[config.mk]
export PLATFORM = sky130hd
export DESIGN_NAME = pipe_controller
export DESIGN_NICKNAME = d
export VERILOG_FILES = /design/src/rtl/mips_ctrl_pkg.sv /design/src/rtl/ctrl_decode.sv /design/src/rtl/pipe_controller.sv
export SDC_FILE = /design/constraint.sdc
export NUM_CORES = 1
export LEC_CHECK = 0
export ABC_CLOCK_PERIOD_IN_PS = 4490
export BUFFER_PORTS_ARGS = -buffer_cell sky130_fd_sc_hd__buf_2
export CAP_MARGIN = 20
export CORE_ASPECT_RATIO = 1.75
export CORE_MARGIN = 2
export CORE_UTILIZATION = 49
export CTS_CLUSTER_SIZE = 14
export DETAILED_ROUTE_END_ITERATION = 10
export PLACE_DENSITY_LB_ADDON = 0.25
export SLEW_MARGIN = 20
export SYNTH_ARGS = -nofsm -noshare
export SYNTH_HDL_FRONTEND = slang
export SYNTH_SLANG_ARGS = --single-unit
[constraint.sdc]
create_clock -name clk -period 4.49 [get_ports clk]
set_input_delay 1.347 -clock clk [delete_from_list [all_inputs] [get_ports clk]]
set_output_delay 1.347 -clock clk [all_outputs]
set_load 0.02 [all_outputs]
[src/rtl/mips_ctrl_pkg.sv]
// Shared encodings, ALU codes, divide FSM states and the control bundle carried
// through the E, M and W pipeline registers of pipe_controller.
package mips_ctrl_pkg;

    localparam logic [5:0] OP_RTYPE  = 6'h00;
    localparam logic [5:0] OP_REGIMM = 6'h01;
    localparam logic [5:0] OP_J      = 6'h02;
    localparam logic [5:0] OP_JAL    = 6'h03;
    localparam logic [5:0] OP_BEQ    = 6'h04;
    localparam logic [5:0] OP_BNE    = 6'h05;
    localparam logic [5:0] OP_ADDI   = 6'h08;
    localparam logic [5:0] OP_COP0   = 6'h10;
    localparam logic [5:0] OP_LW     = 6'h23;
    localparam logic [5:0] OP_SW     = 6'h2B;

    localparam logic [5:0] FN_JR     = 6'h08;
    localparam logic [5:0] FN_ERET   = 6'h18;
    localparam logic [5:0] FN_DIV    = 6'h1A;
    localparam logic [5:0] FN_DIVU   = 6'h1B;
    localparam logic [5:0] FN_ADD    = 6'h20;
    localparam logic [5:0] FN_SUB    = 6'h22;
    localparam logic [5:0] FN_AND    = 6'h24;
    localparam logic [5:0] FN_OR     = 6'h25;
    localparam logic [5:0] FN_SLT    = 6'h2A;

    localparam logic [4:0] RT_BLTZ   = 5'h00;
    localparam logic [4:0] RT_BGEZ   = 5'h01;
    localparam logic [4:0] RT_BLTZAL = 5'h10;
    localparam logic [4:0] RT_BGEZAL = 5'h11;
    localparam logic [4:0] RS_MFC0   = 5'h00;
    localparam logic [4:0] RS_MTC0   = 5'h04;

    typedef enum logic [2:0] {
        ALU_NOP  = 3'd0,
        ALU_ADD  = 3'd1,
        ALU_SUB  = 3'd2,
        ALU_AND  = 3'd3,
        ALU_OR   = 3'd4,
        ALU_SLT  = 3'd5,
        ALU_DIV  = 3'd6,
        ALU_DIVU = 3'd7
    } alu_op_t;

    typedef enum logic [1:0] {
        DIV_IDLE = 2'd0,
        DIV_BUSY = 2'd1,
        DIV_DONE = 2'd2
    } div_state_t;

    typedef struct packed {
        logic    regdst;
        logic    alusrc;
        logic    write_al;
        logic    memtoreg;
        logic    regwrite;
        logic    memwrite;
        logic    cp0write;
        logic    branch;
        logic    jump;
        logic    jumpr;
        alu_op_t aluop;
    } ctrl_bundle_t;

    function automatic logic is_div(input alu_op_t op);
        return (op == ALU_DIV) || (op == ALU_DIVU);
    endfunction

endpackage

[src/rtl/ctrl_decode.sv]
// Combinational D-stage decode of op/funct/rs/rt into a control bundle.
// COP0 instructions are decoded only when PIPE_CTRL_CP0_EN is defined.
module ctrl_decode
    import mips_ctrl_pkg::*;
(
    input  logic [5:0]   op,
    input  logic [5:0]   funct,
    input  logic [4:0]   rs,
    input  logic [4:0]   rt,
    output ctrl_bundle_t ctrl,
    output logic         invalid
);

    ctrl_bundle_t dec_s;
    logic         inv_s;

    // Raw decode; unknown encodings raise inv_s and are zeroed below.
    always_comb begin
        dec_s = '0;
        inv_s = 1'b0;
        case (op)
            OP_LW:   begin dec_s.regwrite = 1'b1; dec_s.memtoreg = 1'b1; dec_s.alusrc = 1'b1; dec_s.aluop = ALU_ADD; end
            OP_SW:   begin dec_s.memwrite = 1'b1; dec_s.alusrc = 1'b1; dec_s.aluop = ALU_ADD; end
            OP_BEQ,
            OP_BNE:  begin dec_s.branch = 1'b1; dec_s.aluop = ALU_SUB; end
            OP_J:    dec_s.jump = 1'b1;
            OP_JAL:  begin dec_s.jump = 1'b1; dec_s.regwrite = 1'b1; dec_s.write_al = 1'b1; end
            OP_ADDI: begin dec_s.regwrite = 1'b1; dec_s.alusrc = 1'b1; dec_s.aluop = ALU_ADD; end
            OP_REGIMM: begin
                case (rt)
                    RT_BLTZ, RT_BGEZ:     dec_s.branch = 1'b1;
                    RT_BLTZAL, RT_BGEZAL: begin dec_s.branch = 1'b1; dec_s.regwrite = 1'b1; dec_s.write_al = 1'b1; end
                    default:              inv_s = 1'b1;
                endcase
            end
            OP_RTYPE: begin
                dec_s.regdst   = 1'b1;
                dec_s.regwrite = 1'b1;
                case (funct)
                    FN_ADD:  dec_s.aluop = ALU_ADD;
                    FN_SUB:  dec_s.aluop = ALU_SUB;
                    FN_AND:  dec_s.aluop = ALU_AND;
                    FN_OR:   dec_s.aluop = ALU_OR;
                    FN_SLT:  dec_s.aluop = ALU_SLT;
                    FN_JR:   begin dec_s.jumpr = 1'b1; dec_s.regdst = 1'b0; dec_s.regwrite = 1'b0; end
                    // Divides target HI/LO, never the GPR file.
                    FN_DIV:  begin dec_s.aluop = ALU_DIV; dec_s.regdst = 1'b0; dec_s.regwrite = 1'b0; end
                    FN_DIVU: begin dec_s.aluop = ALU_DIVU; dec_s.regdst = 1'b0; dec_s.regwrite = 1'b0; end
                    default: inv_s = 1'b1;
                endcase
            end
`ifdef PIPE_CTRL_CP0_EN
            OP_COP0: begin
                if (rs == RS_MTC0) begin
                    dec_s.cp0write = 1'b1;
                end else if (rs == RS_MFC0) begin
                    dec_s.regwrite = 1'b1;
                end else if (funct == FN_ERET) begin
                    dec_s.jump = 1'b1;
                end else begin
                    inv_s = 1'b1;
                end
            end
`endif
            default: inv_s = 1'b1;
        endcase
    end

`ifndef PIPE_CTRL_CP0_EN
    logic unused_rs_s;
    assign unused_rs_s = ^rs;
`endif

    assign ctrl    = inv_s ? ctrl_bundle_t'('0) : dec_s;
    assign invalid = inv_s;

endmodule

[src/rtl/pipe_controller.sv]
// Pipelined MIPS control: D decode, E/M/W control registers and DIV/DIVU sequencer.
// Define PIPE_CTRL_CP0_EN to decode MTC0/MFC0/ERET and carry cp0write to M.
module pipe_controller
    import mips_ctrl_pkg::*;
#(
    parameter int ALUCTRL_W  = 8,
    parameter int DIV_CYCLES = 32
) (
    input  logic                 clk,
    input  logic                 rst,
    input  logic [5:0]           opD,
    input  logic [5:0]           functD,
    input  logic [4:0]           rsD,
    input  logic [4:0]           rtD,
    input  logic                 stallE,
    input  logic                 stallM,
    input  logic                 flushE,
    input  logic                 flushM,
    input  logic                 flushW,
    output logic                 branchD,
    output logic                 jumpD,
    output logic                 jumprD,
    output logic                 invalidD,
    output logic                 regdstE,
    output logic                 alusrcE,
    output logic                 write_alE,
    output logic                 memtoregE,
    output logic                 regwriteE,
    output logic [ALUCTRL_W-1:0] alucontrolE,
    output logic                 memwriteM,
    output logic                 memtoregM,
    output logic                 regwriteM,
    output logic                 cp0writeM,
    output logic                 memtoregW,
    output logic                 regwriteW,
    output logic                 div_start,
    output logic                 div_stall
);

    localparam int CNT_W = ($clog2(DIV_CYCLES) > 5) ? $clog2(DIV_CYCLES) : 5;
    localparam logic [CNT_W-1:0] DIV_LOAD = CNT_W'(DIV_CYCLES - 2);

    ctrl_bundle_t     dec_s, e_r, m_r, w_r;
    logic             inv_s, hold_e_s, div_start_s, div_stall_s;
    div_state_t       state_r, state_nxt_s;
    logic [CNT_W-1:0] cnt_r, cnt_nxt_s;

    ctrl_decode u_decode (
        .op      (opD),
        .funct   (functD),
        .rs      (rsD),
        .rt      (rtD),
        .ctrl    (dec_s),
        .invalid (inv_s)
    );

    // Divide sequencer next state; a flush aborts and masks both requests.
    always_comb begin
        state_nxt_s = state_r;
        cnt_nxt_s   = cnt_r;
        div_start_s = 1'b0;
        div_stall_s = 1'b0;
        if (flushE) begin
            state_nxt_s = DIV_IDLE;
            cnt_nxt_s   = '0;
        end else begin
            case (state_r)
                DIV_IDLE: begin
                    if (is_div(e_r.aluop)) begin
                        div_start_s = 1'b1;
                        div_stall_s = 1'b1;
                        cnt_nxt_s   = DIV_LOAD;
                        state_nxt_s = DIV_BUSY;
                    end else begin
                        state_nxt_s = DIV_IDLE;
                    end
                end
                DIV_BUSY: begin
                    if (cnt_r != '0) begin
                        div_stall_s = 1'b1;
                        cnt_nxt_s   = cnt_r - CNT_W'(1);
                    end else if (stallE) begin
                        state_nxt_s = DIV_DONE;
                    end else begin
                        state_nxt_s = DIV_IDLE;
                    end
                end
                // DONE keeps an externally held divide from starting again.
                DIV_DONE: begin
                    if (stallE) begin
                        state_nxt_s = DIV_DONE;
                    end else begin
                        state_nxt_s = DIV_IDLE;
                    end
                end
                default: begin
                    state_nxt_s = DIV_IDLE;
                    cnt_nxt_s   = '0;
                end
            endcase
        end
    end

    assign hold_e_s = stallE | div_stall_s;

    // Divide sequencer state and countdown registers.
    always_ff @(posedge clk or posedge rst) begin
        if (rst) begin
            state_r <= DIV_IDLE;
            cnt_r   <= '0;
        end else begin
            state_r <= state_nxt_s;
            cnt_r   <= cnt_nxt_s;
        end
    end

    // E register: flush, then hold, then load from decode.
    always_ff @(posedge clk or posedge rst) begin
        if (rst) begin
            e_r <= '0;
        end else if (flushE) begin
            e_r <= '0;
        end else if (hold_e_s) begin
            e_r <= e_r;
        end else begin
            e_r <= dec_s;
        end
    end

    // M register: a held E with M free injects a bubble.
    always_ff @(posedge clk or posedge rst) begin
        if (rst) begin
            m_r <= '0;
        end else if (flushM) begin
            m_r <= '0;
        end else if (stallM) begin
            m_r <= m_r;
        end else if (hold_e_s) begin
            m_r <= '0;
        end else begin
            m_r <= e_r;
        end
    end

    // W register: a stalled M injects a bubble.
    always_ff @(posedge clk or posedge rst) begin
        if (rst) begin
            w_r <= '0;
        end else if (flushW) begin
            w_r <= '0;
        end else if (stallM) begin
            w_r <= '0;
        end else begin
            w_r <= m_r;
        end
    end

    logic unused_w_s;
    assign unused_w_s = ^w_r;

    assign branchD     = dec_s.branch;
    assign jumpD       = dec_s.jump;
    assign jumprD      = dec_s.jumpr;
    assign invalidD    = inv_s;
    assign regdstE     = e_r.regdst;
    assign alusrcE     = e_r.alusrc;
    assign write_alE   = e_r.write_al;
    assign memtoregE   = e_r.memtoreg;
    assign regwriteE   = e_r.regwrite;
    assign alucontrolE = ALUCTRL_W'(e_r.aluop);
    assign memwriteM   = m_r.memwrite;
    assign memtoregM   = m_r.memtoreg;
    assign regwriteM   = m_r.regwrite;
`ifdef PIPE_CTRL_CP0_EN
    assign cp0writeM   = m_r.cp0write;
`else
    assign cp0writeM   = 1'b0;
`endif
    assign memtoregW   = w_r.memtoreg;
    assign regwriteW   = w_r.regwrite;
    assign div_start   = div_start_s;
    assign div_stall   = div_stall_s;

endmodule

==> results.ini <==
[logic_synthesis]
syn_area_sq_um=1488
avgSynthCellArea_sq_um=8.174
synth_edf_count=0
ys_ff_latch=21
yosysWarnings=0
synth-async-reset-ratio_pct=100.0
ys_seq_area_share_pct=35.32
synth_ff_type=dfrtp_1
post_synth_num_cell_types=43
synthCells=182

[clock_network]
clockBufferDepth=2
cts_tree=yes
clockRootBuffer=clkbuf_8
cts_resized=0
postCtsSetupBuffers=0
cts_buffers=3
cts_sinks=21
insertion_delay_ns=0.26
clk_pin_slew_ns=0.07
cts-hold-fix-buffers=0
htree_levels=1

[critical_path]
cp-start-kind=input pin
cp.arrival_ns=3.01
r2r_slack_ns=1.89
cp_max_fo=7
crit_path_end_kind=primary output
crit_type=in2out
crit_required_ns=3.14

[floorplan]
placementRows=26
num_io_pins=54
fp.dieW_microns=45.65
initial_core_util_pct=51.38
core_area_sq_um=2895
dieHeight_microns=76.89
die-area_sq_um=3510

[final_layout]
final_nets=254
seq_area_sq_um=525.5
multiInputGateArea_sq_um=829.5
area_growth_pct=15.14
regMostFlops=cnt_r
final_cell_mix=41 x buf_2, 21 x dfrtp_1, 19 x a21oi_1, 19 x nor2_1, 13 x inv_1
final_common_cell=buf_2
drive_gt1_share_pct=25.57
diodes=0
largest_reg_flops=5
nFillCells=273

[placement]
gp_congestion=0.8105
io_buffer_count=41
hpwl_mm=2.755

[timing]
hold_violations=0
fmax_ghz=0.2295
rsz0062_at_grt=no
fin_tns_setup_ns=0
max-slew-margin-rel_pct=48.13
setup-violations-final=0
whs_ns=0.5212
drv_slew=0
tightest_slew_ns=0.7772
finClkSkew_ns=0.0003969
layout_min_cycle_time_ns=4.356
finalCritPeriodShare_pct=97.03

[run_status]
status=finished, final reports clean

[grt]
grt_first_pass_wirelength_mm=5.961
grt_pass1_vias=1425
grt_max_degree=22
antenna_found_initial=0
grt-ovfl-total=0
grtUsageTotal_pct=21.80

[power_and_ir_drop]
p_per_area_nw_per_um2=216.4
vdd_drop_max_mv=0.1132
total_power_uw=370.6
power.leakage_nw=0.8270

[drt]
first_iter_violations=23
drt_wl_total_mm=3.455
drt_pre_antenna_iters=4
vias=1452
detail_route.vias_per_cell=5.879
avgRoutedWirePerCell_microns=13.99
drc_errors=0
ant_nets=0

[job]
maxCapViolations=0

[hold_path]
hp-class=reg2reg

==> worst paths after layout <==
path | startpoint | to | depth (start not counted)
max | opD[2] | invalidD | 6
min | e_r[7] | e_r[7] | 2
max reg2reg | cnt_r[0] | write_alE | 6
min reg2reg | e_r[7] | e_r[7] | 2
max in group asynchronous | rst | cnt_r[4] | 2
min in group asynchronous | rst | regwriteW | 2
==> final cells by class <==
type                    count  share of cell area [%]
well taps                  28                   2.045
flip-flops and latches     21                   30.68
repair buffers             44                   13.29
clock inverters             1                  0.2922
inverters                  13                   2.849
clock buffers               3                   2.411
multi-input cells         137                   48.43
==> synthesized netlist by cell type (2+ instances only) <==
master / instances / area (sq um)
o41ai_1: 3 / 26.28
dfrtp_1: 21 / 525.5
clkbuf_1: 5 / 18.77
buf_4: 9 / 67.56
ha_1: 5 / 62.56
or4_1: 3 / 22.52
and3_1: 2 / 12.51
or4b_1: 3 / 30.03
nor3_1: 7 / 35.03
or2_2: 3 / 18.77
nand3b_1: 2 / 15.01
nand3_1: 8 / 40.04
o21ai_0: 11 / 55.05
nor3b_1: 8 / 60.06
inv_1: 13 / 48.80
a211oi_1: 2 / 15.01
o21a_1: 2 / 15.01
nor2b_1: 3 / 18.77
nor2_1: 19 / 71.32
a21oi_1: 19 / 95.09
nand4_1: 2 / 12.51
nand2_1: 11 / 41.29
==> per-stage QoR <==
step	util (%)	setup WS (ns)	cells	instance area (sq um)
6_report	59.16	0.1336	247	1713
5_1_grt	59.16	0.06142	247	1713
4_1_cts	59.16	0.1293	247	1713
3_5_place_dp	57.56	0.1358	243	1667
3_3_place_gp	57.56	0.1781	243	1667
2_1_floorplan	-	0.3948	187	1506
==> power by group <==
part           switching [mW]  internal [mW]  leakage, nW  total, mW
Clock                  0.0601         0.0618       0.0255      0.122
Sequential            0.00124          0.190        0.293      0.191
Combinational          0.0379         0.0193        0.508     0.0572
==> worst max-delay path, cell delays in order <==
cell      delay, ns
buf_2          0.14
or4_1          0.56
or4b_1         0.49
o31a_1         0.14
nand3b_1       0.15
buf_2          0.19
==> per-layer routing <==
layer / global-route usage (%) / wire, microns / up-vias
li1: - / - / 711
met1: 24.29 / 1356 / 693
met2: 38.45 / 1887 / 41
met3: 2.353 / 140 / 7
met5: 0 / 0 / -
met4: 10.00 / 71 / 0
==> logic make-up (layout without fill, tap and decap cells) <==
logic type,count (synthesis),count (layout),synth area share [%]
other,1,6,0.2521
XOR/XNOR,1,1,0.5888
flip-flops,21,21,35.32
adder cells (fa/ha/maj),5,5,4.205
AO/OA/AOI/OAI,47,47,19.93
AND/OR/NAND/NOR,76,76,28.09
buffers and inverters,29,61,10.18
multiplexers,2,2,1.430
No activity file was read; power rests on OpenSTA's default activity.
